$ cat src/rtl/vend_session_ctrl.sv
// Vending session FSM: collect coins, dispense, return change; all outputs registered, 1-cycle decisions.
// dispense/change requests held until handshake; per-product sales counters when VEND_SESSION_CTRL_SALES_CNT_EN.
module vend_session_ctrl #(
  parameter int TIMEOUT_CYC = 1000
) (
  input  logic        clk,
  input  logic        rst,
  input  logic        product_valid,
  input  logic [1:0]  product,
  input  logic        coin_valid,
  input  logic [2:0]  coin_val,
  output logic        coin_ready,
  input  logic        cancel,
  output logic        dispense,
  output logic [1:0]  dispense_id,
  input  logic        dispense_ready,
  output logic        change_valid,
  output logic [3:0]  change_amt,
  input  logic        change_ack,
  output logic [3:0]  credit,
  output logic        busy,
  output logic [31:0] sales_cnt
);

  typedef enum logic [1:0] {IDLE, COLLECT, DISPENSE, CHANGE} state_t;

  localparam logic [15:0] TIMER_LAST = 16'(TIMEOUT_CYC - 1);

  state_t      state, state_nxt;
  logic [1:0]  sel, sel_nxt;
  logic [3:0]  credit_nxt, change_amt_nxt, credit_upd;
  logic [15:0] timer, timer_nxt;
  logic        dispense_nxt, change_valid_nxt;
  logic [1:0]  dispense_id_nxt;
  logic        coin_nz, abort, disp_hs;

  function automatic logic [3:0] price(input logic [1:0] p);
    case (p)
      2'd0:    price = 4'd3;
      2'd1:    price = 4'd5;
      2'd2:    price = 4'd6;
      default: price = 4'd7;
    endcase
  endfunction

  always_comb begin
    state_nxt        = state;
    sel_nxt          = sel;
    credit_nxt       = credit;
    timer_nxt        = timer;
    dispense_nxt     = dispense;
    dispense_id_nxt  = dispense_id;
    change_valid_nxt = change_valid;
    change_amt_nxt   = change_amt;
    coin_nz    = coin_valid && coin_ready && (coin_val != 3'd0);
    credit_upd = credit + (coin_nz ? {1'b0, coin_val} : 4'd0);
    // a zero-value coin neither adds credit nor counts as activity
    abort      = cancel || (!coin_nz && (timer == TIMER_LAST));
    disp_hs    = dispense && dispense_ready;
    case (state)
      IDLE: begin
        if (product_valid) begin
          state_nxt  = COLLECT;
          sel_nxt    = product;
          credit_nxt = 4'd0;
          timer_nxt  = 16'd0;
        end
      end
      COLLECT: begin
        credit_nxt = credit_upd;
        if (abort) begin
          if (credit_upd != 4'd0) begin
            state_nxt        = CHANGE;
            change_valid_nxt = 1'b1;
            change_amt_nxt   = credit_upd;
          end else begin
            state_nxt = IDLE;
          end
        end else if (credit_upd >= price(sel)) begin
          state_nxt       = DISPENSE;
          dispense_nxt    = 1'b1;
          dispense_id_nxt = sel;
        end else begin
          timer_nxt = coin_nz ? 16'd0 : timer + 16'd1;
        end
      end
      DISPENSE: begin
        if (disp_hs) begin
          dispense_nxt = 1'b0;
          if (credit != price(sel)) begin
            state_nxt        = CHANGE;
            change_valid_nxt = 1'b1;
            change_amt_nxt   = credit - price(sel);
          end else begin
            state_nxt  = IDLE;
            credit_nxt = 4'd0;
          end
        end
      end
      CHANGE: begin
        if (change_valid && change_ack) begin
          state_nxt        = IDLE;
          change_valid_nxt = 1'b0;
          change_amt_nxt   = 4'd0;
          credit_nxt       = 4'd0;
        end
      end
      default: state_nxt = IDLE;
    endcase
  end

  always_ff @(posedge clk) begin
    if (rst) begin
      state        <= IDLE;
      sel          <= 2'd0;
      credit       <= 4'd0;
      timer        <= 16'd0;
      dispense     <= 1'b0;
      dispense_id  <= 2'd0;
      change_valid <= 1'b0;
      change_amt   <= 4'd0;
      coin_ready   <= 1'b0;
      busy         <= 1'b0;
    end else begin
      state        <= state_nxt;
      sel          <= sel_nxt;
      credit       <= credit_nxt;
      timer        <= timer_nxt;
      dispense     <= dispense_nxt;
      dispense_id  <= dispense_id_nxt;
      change_valid <= change_valid_nxt;
      change_amt   <= change_amt_nxt;
      coin_ready   <= (state_nxt == COLLECT);
      busy         <= (state_nxt != IDLE);
    end
  end

`ifdef VEND_SESSION_CTRL_SALES_CNT_EN
  logic [7:0] sales [4];

  always_ff @(posedge clk) begin
    if (rst) begin
      for (int i = 0; i < 4; i++) sales[i] <= 8'd0;
    end else if (disp_hs && (sales[dispense_id] != 8'hff)) begin
      sales[dispense_id] <= sales[dispense_id] + 8'd1;
    end
  end

  assign sales_cnt = {sales[3], sales[2], sales[1], sales[0]};
`else
  assign sales_cnt = 32'd0;
`endif

endmodule

$ cat config.mk
export PLATFORM = sky130hd
export DESIGN_NAME = vend_session_ctrl
export DESIGN_NICKNAME = d
export VERILOG_FILES = /design/src/rtl/vend_session_ctrl.sv
export SDC_FILE = /design/constraint.sdc
export NUM_CORES = 1
export LEC_CHECK = 0
export CELL_PAD_IN_SITES_DETAIL_PLACEMENT = 0
export CELL_PAD_IN_SITES_GLOBAL_PLACEMENT = 2
export CORE_UTILIZATION = 30
export CTS_BUF_LIST = sky130_fd_sc_hd__clkbuf_8
export DETAILED_ROUTE_END_ITERATION = 6
export PLACE_DENSITY_LB_ADDON = 0.1
export SLEW_MARGIN = 20
export SYNTH_ARGS = -nofsm -noshare
export SYNTH_HDL_FRONTEND = slang
export SYNTH_SLANG_ARGS = --single-unit
export TNS_END_PERCENT = 10
$ cat constraint.sdc
create_clock -name clk -period 4.9 [get_ports clk]
set_input_delay 1.225 -clock clk [delete_from_list [all_inputs] [get_ports clk]]
set_output_delay 1.225 -clock clk [all_outputs]
set_load 0.03 [all_outputs]
Word-level counts from Yosys, hierarchy flattened
Index checks and enable logic that the tools add are counted.
{"block": "word_totals", "rom_bits": 0, "latchBits": 0, "n_memories": 0, "mem_bits_rw": 0, "out_inout_bits": 46, "reg_bits": 34}
{"block": "classes", "eq_ne": 18, "n_div": 0, "muxes": 42, "bitwise": 1, "reduce_logical": 21, "mul": 0, "addsub": 3, "n_lt_le_gt_ge": 1, "shift": 0}
{"op": "$mux W16", "n": 4}
{"op": "$mux W4", "n": 15}
{"op": "$pmux W16 S2", "n": 1}
{"op": "$ne A2 B2 Y1 const B", "n": 10}
{"op": "$add A16 B1 Y16 const B", "n": 1}
{"op": "$eq A16 B10 Y1 const B", "n": 1}
{"op": "$pmux W4 S4", "n": 1}
{"op": "$mux W2", "n": 7}
{"op": "$pmux W4 S3", "n": 1}
{"op": "$reduce_and A4 Y1", "n": 3}
{"op": "$pmux W3 S3", "n": 1}
{"op": "$mux W1", "n": 8}
{"op": "$pmux W2 S4", "n": 1}
{"op": "$eq A2 B1 Y1 const B", "n": 3}
{"op": "$eq A2 B2 Y1 const B", "n": 3}
{"op": "$reduce_and A6 Y1", "n": 1}
{"op": "$reduce_bool A2 Y1", "n": 3}
{"op": "$reduce_bool A3 Y1", "n": 2}
{"op": "$logic_and A1 B1 Y1", "n": 5}
{"op": "$add A4 B3 Y4", "n": 1}
{"op": "$ge A4 B4 Y1", "n": 1}
{"op": "$logic_not A2 Y1", "n": 2}
{"op": "$ne A4 B4 Y1", "n": 1}
{"op": "$reduce_bool A4 Y1", "n": 1}
{"op": "other kinds (9)", "n": 9}

Logic depth before layout (Yosys ltp)
{"block": "logic_depth", "word_depth": 12, "mapped_depth": 12}

Worst setup path before layout
Ideal clock, no wire load.
{"block": "synth_timing", "path_kind": "input to register", "startpoint": "input coin_val[0]", "endpoint": "register timer[10]", "slack_ns": 1.120, "required_time_ns": 4.830, "setup_ns": 0.070, "arrival_ns": 3.710, "stages": 12, "cell_sequence": "and3_1 -> ha_1 -> fa_1 -> xnor2_1 -> inv_1 -> ha_1 -> nor2_1 -> mux2_2 -> o311ai_4 -> or2_4 -> or4_1 -> a21oi_1"}
{"block": "synth_via", "elab_chain_cells": 7}
{"item": "start: declaration", "line": "11", "text": "input logic [2:0] coin_val,"}
{"item": "$reduce_bool A3 Y1", "line": "55", "text": "coin_nz = coin_valid && coin_ready && (coin_val != 3'd0);"}
{"item": "$logic_and A1 B1 Y1", "line": "55"}
{"item": "$mux W3 / $logic_not A1 Y1 (equally long branches)", "line": "56, 58"}
{"item": "$add A4 B3 Y4 / $logic_and A1 B1 Y1 (equally long branches)", "line": "56, 58"}
{"item": "$ge A4 B4 Y1 / $logic_or A1 B1 Y1 (equally long branches)", "line": "79, 58"}
{"item": "$ne A2 B2 Y1 (no source line)"}
{"item": "$reduce_and A4 Y1 (no source line)"}
{"item": "end signal: assignment", "line": "128", "text": "timer <= timer_nxt;"}
{"item": "end: declaration", "line": "32", "text": "logic [15:0] timer, timer_nxt;"}
Parallel ways exist; a longest one is shown, timed or not. The select of a mux whose other input is x is not followed.
A chain may end at the register's enable or synchronous reset.

Worst setup path in the final report
{"block": "layout_timing", "startpoint": "input coin_valid", "endpoint": "register timer[10]"}
{"block": "layout_via", "elab_chain_cells": 7}
{"item": "start: declaration", "line": "10", "text": "input logic coin_valid,"}
{"item": "$logic_and A1 B1 Y1 * (2 in a row)", "line": "55"}
{"item": "$mux W3 / $logic_not A1 Y1 (equally long branches)", "line": "56, 58"}
{"item": "$add A4 B3 Y4 / $logic_and A1 B1 Y1 (equally long branches)", "line": "56, 58"}
{"item": "$ge A4 B4 Y1 / $logic_or A1 B1 Y1 (equally long branches)", "line": "79, 58"}
{"item": "$ne A2 B2 Y1 (no source line)"}
{"item": "$reduce_and A4 Y1 (no source line)"}
Mark *: on every way between the ends. The rest lies on a longest branch, timed or not. The select of a mux whose other input is x is not followed.

==> results by group <==
Clock tree
  – CTS resizes: 0
  – # H-tree levels: 2
  – TritonCTS buffer count: 5
  – Post-CTS Setup Repair Bufs: 0
  – Latest clock arrival within the worst-skew pair: about 290 ps
  – Hold buffers post-CTS: 0
  – CTS tree: done
  – Clock Path Buffers: 2
  – Clock-pin slew on the worst setup and hold paths: ~70 ps
  – CTS Root Cell: clkbuf_8
  – Sink Count: 34

Floorplanning
  – Die Y: approximately 92 um
  – Top Ports: 58
  – Initial core utilization: between 30% and 40%
  – Core Area: between 7000 and 8000 um^2
  – Die X: between 90 and 100 um
  – Die ar.: between 8000 and 9000 um^2
  – Row count: 32

Place
  – Worst slack at placement: approximately 390 ps
  – Placed cells: a little over 400
  – Routability cong.: between 0.8 and 0.9
  – DP HPWL: about 4700 um
  – Buffers on Ports: 25

Synthesis
  – Leading area contributor after synthesis: dfxtp_1
  – Sequential share of the synthesized area: between 20% and 30%
  – Fraction of registers with async set/reset: 0%
  – Yosys top cell area share: roughly 28%
  – Synth unique cells: 58
  – Post-synth EDFFs: 0
  – Largest cells by area after synthesis: dfxtp_1 (28%), buf_4 (10%), ha_1 (5.7%)
  – Dominant synthesized flop cell: dfxtp_1
  – Mapped Cells: slightly below 300
  – Syn avg cell area: roughly 8.3 um^2
  – Seq cells post-synth: 34
  – Netlist Area Pre-Place: approximately 2400 um^2
  – Yosys Warn Count: 0

Cells and area
  – Final std cells w/o fill: about 420
  – Most frequent cells in the layout: dfxtp_1 (34), conb_1 (32), nor2_1 (25), clkdlybuf4s50_1 (25), o21ai_0 (20)
  – Synth-to-Final Area Change: 13.9%
  – Layout cells sized above 1: under 10%
  – Diodes inserted: 0
  – Commonest non-fill, non-tap cell in the layout: dfxtp_1
  – Layout Nets: ~340

Setup path
  – Critical Path RT: ~5100 ps
  – CP Cell Sequence: clkdlybuf4s50_1, and3_1, ha_1, fa_1, xnor2_1, inv_1, ha_1, nor2_1, mux2_2, o311ai_4, or2_4, or4_1, a21oi_1
  – CP Launch Type: input pin
  – Maximum fanout along the worst path: 6
  – Slowest stage cell on the critical path: or4_1
  – Worst Setup Path Type: input pin to register
  – Crit-path max cell delay: 500 ps
  – CP arrival: about 4500 ps
  – Most used cell, CP: ha_1
  – Crit path capture type: register

Global route
  – Vias in the first global route: approximately 2000
  – Maximum number of pins on one net before global-route repair: 25
  – First-pass GRT wire length: around 10000 um
  – Gr usage total: between 10% and 20%
  – Global route overflow: 0
  – Initial antenna violation count: 0

Run
  – Maxcap violations: 0

Routing
  – DRC viols: 0
  – Post-Route WL: ~6300 um
  – Vias: 2046
  – Wire per inst: 15.1 um
  – Initial DRC count: 86
  – Vias per cell: 4.93
  – Routed Antenna Nets: 0
  – 1st-pass router iterations: 5

STA
  – TNS Setup: 0 ps
  – Layout Skew: about 4.7 ps
  – Unrepaired setup endpoints after global routing: no
  – Final Max Tran Viols: 0
  – Worst Max-Slew Pin Slew: around 700 ps
  – Setup violators final: 0
  – Hold Fails Final Rpt: 0
  – Fmax: 236 MHz
  – Minimum clock period: ~4200 ps
  – Tcrit/Tclk final: a little under nine tenths
  – Rel. slew slack: between 50% and 60%
  – Fin Hold WS: between 400 and 500 ps
  – Worst setup margin: between 600 and 700 ps

Hold path
  – Min-delay worst type: register to register

Status
  – Status: completed

Pwr
  – Pwr dens: between 200 and 300 nW/um^2
  – Leak: roughly 1.1 nW
  – Worst IR Drop VDD: slightly below 0.1 mV
==> path summary, 6_finish.rpt <==
| path | startpoint | endpoint | slack [ps] | depth (start not counted) |
|---|---|---|---|---|
| worst max-delay path | coin_valid | timer[10]$_SDFFE_PP0P_ | 670 | 13 |
| worst min-delay path | dispense$_SDFFE_PP0P_ | dispense$_SDFFE_PP0P_ | 480 | 2 |
| worst max register to register | coin_ready$_SDFF_PP0_ | timer[10]$_SDFFE_PP0P_ | 1740 | 12 |
| worst min register to register | dispense$_SDFFE_PP0P_ | dispense$_SDFFE_PP0P_ | 480 | 2 |
==> metal layers <==
metal / vias to the layer above / track usage (%) / part of all wire (%)
li1: 1036 / - / -
met1: 951 / 22.5 / 52
met2: 54 / 24.1 / 43
met3: 5 / 3.65 / 3.7
met4: 0 / 4.37 / 1.1
met5: - / 0 / 0
==> stage by stage <==
step                total power, mW  utilization [%]  cell area [um^2]
global route                  0.762             35.4              2750
CTS                           0.735             35.4              2750
detailed placement            0.457             33.9              2630
floorplan                     0.434                -              2530
global placement              0.460             33.9              2630
finish                        0.722             35.4              2750
==> cell usage after synthesis (all sizes together) (4+ instances only) <==
cell    number
nand3       12
nand2       15
o31ai        4
nor3         5
o21ai       21
a22o         6
a31oi        8
nor2b       10
mux2i        7
dfxtp       34
nor2        26
and3         9
nor4         4
inv          8
a21oi       14
o311ai       4
ha          11
nand2b       7
clkbuf       6
buf         35
==> final cells by class <==
class                           count  area [um^2]
Clock inverter                      1         30.0
Fill cell                         838         5020
Tap cell                          102          128
Sequential cell                    34          681
Timing Repair Buffer               27          265
Multi-Input combinational cell    237         1530
Clock buffer                        6         82.6
Inverter                            8         30.0
==> flip-flops by register name, summed over array words and instances (netlist names) <==
signal / cells
dispense: 1
timer: 16
state: 2
dispense_id: 2
sel: 2
coin_ready: 1
credit: 4
busy: 1
change_amt: 4
change_valid: 1
==> report_power, final <==
part | internal, mW | switching [mW] | total, mW
logic | 0.0517 | 0.103 | 0.154
clock network | 0.163 | 0.108 | 0.271
registers | 0.283 | 0.0131 | 0.296
==> critical path: cells and delay by family <==
family          cells  cell delay, ps
fa+ha+maj           3             800
compound gates      2             280
simple gates        4            1120
xor+xnor            1             240
mux                 1             170
buf+inv             2             610
==> cells by family (layout without fill, tap and decap cells) <==
group | Yosys count | count (layout) | share of synthesized area (%)
buf+inv | 49 | 42 | 13.1
other cells | 1 | 32 | 0.156
xor+xnor | 3 | 3 | 1.09
flops | 34 | 34 | 28.2
fa+ha+maj | 13 | 13 | 7.37
simple gates | 104 | 104 | 23.5
mux | 8 | 8 | 3.37
compound gates | 77 | 77 | 23.2
Note: power is estimated with default switching activity, not from simulation.
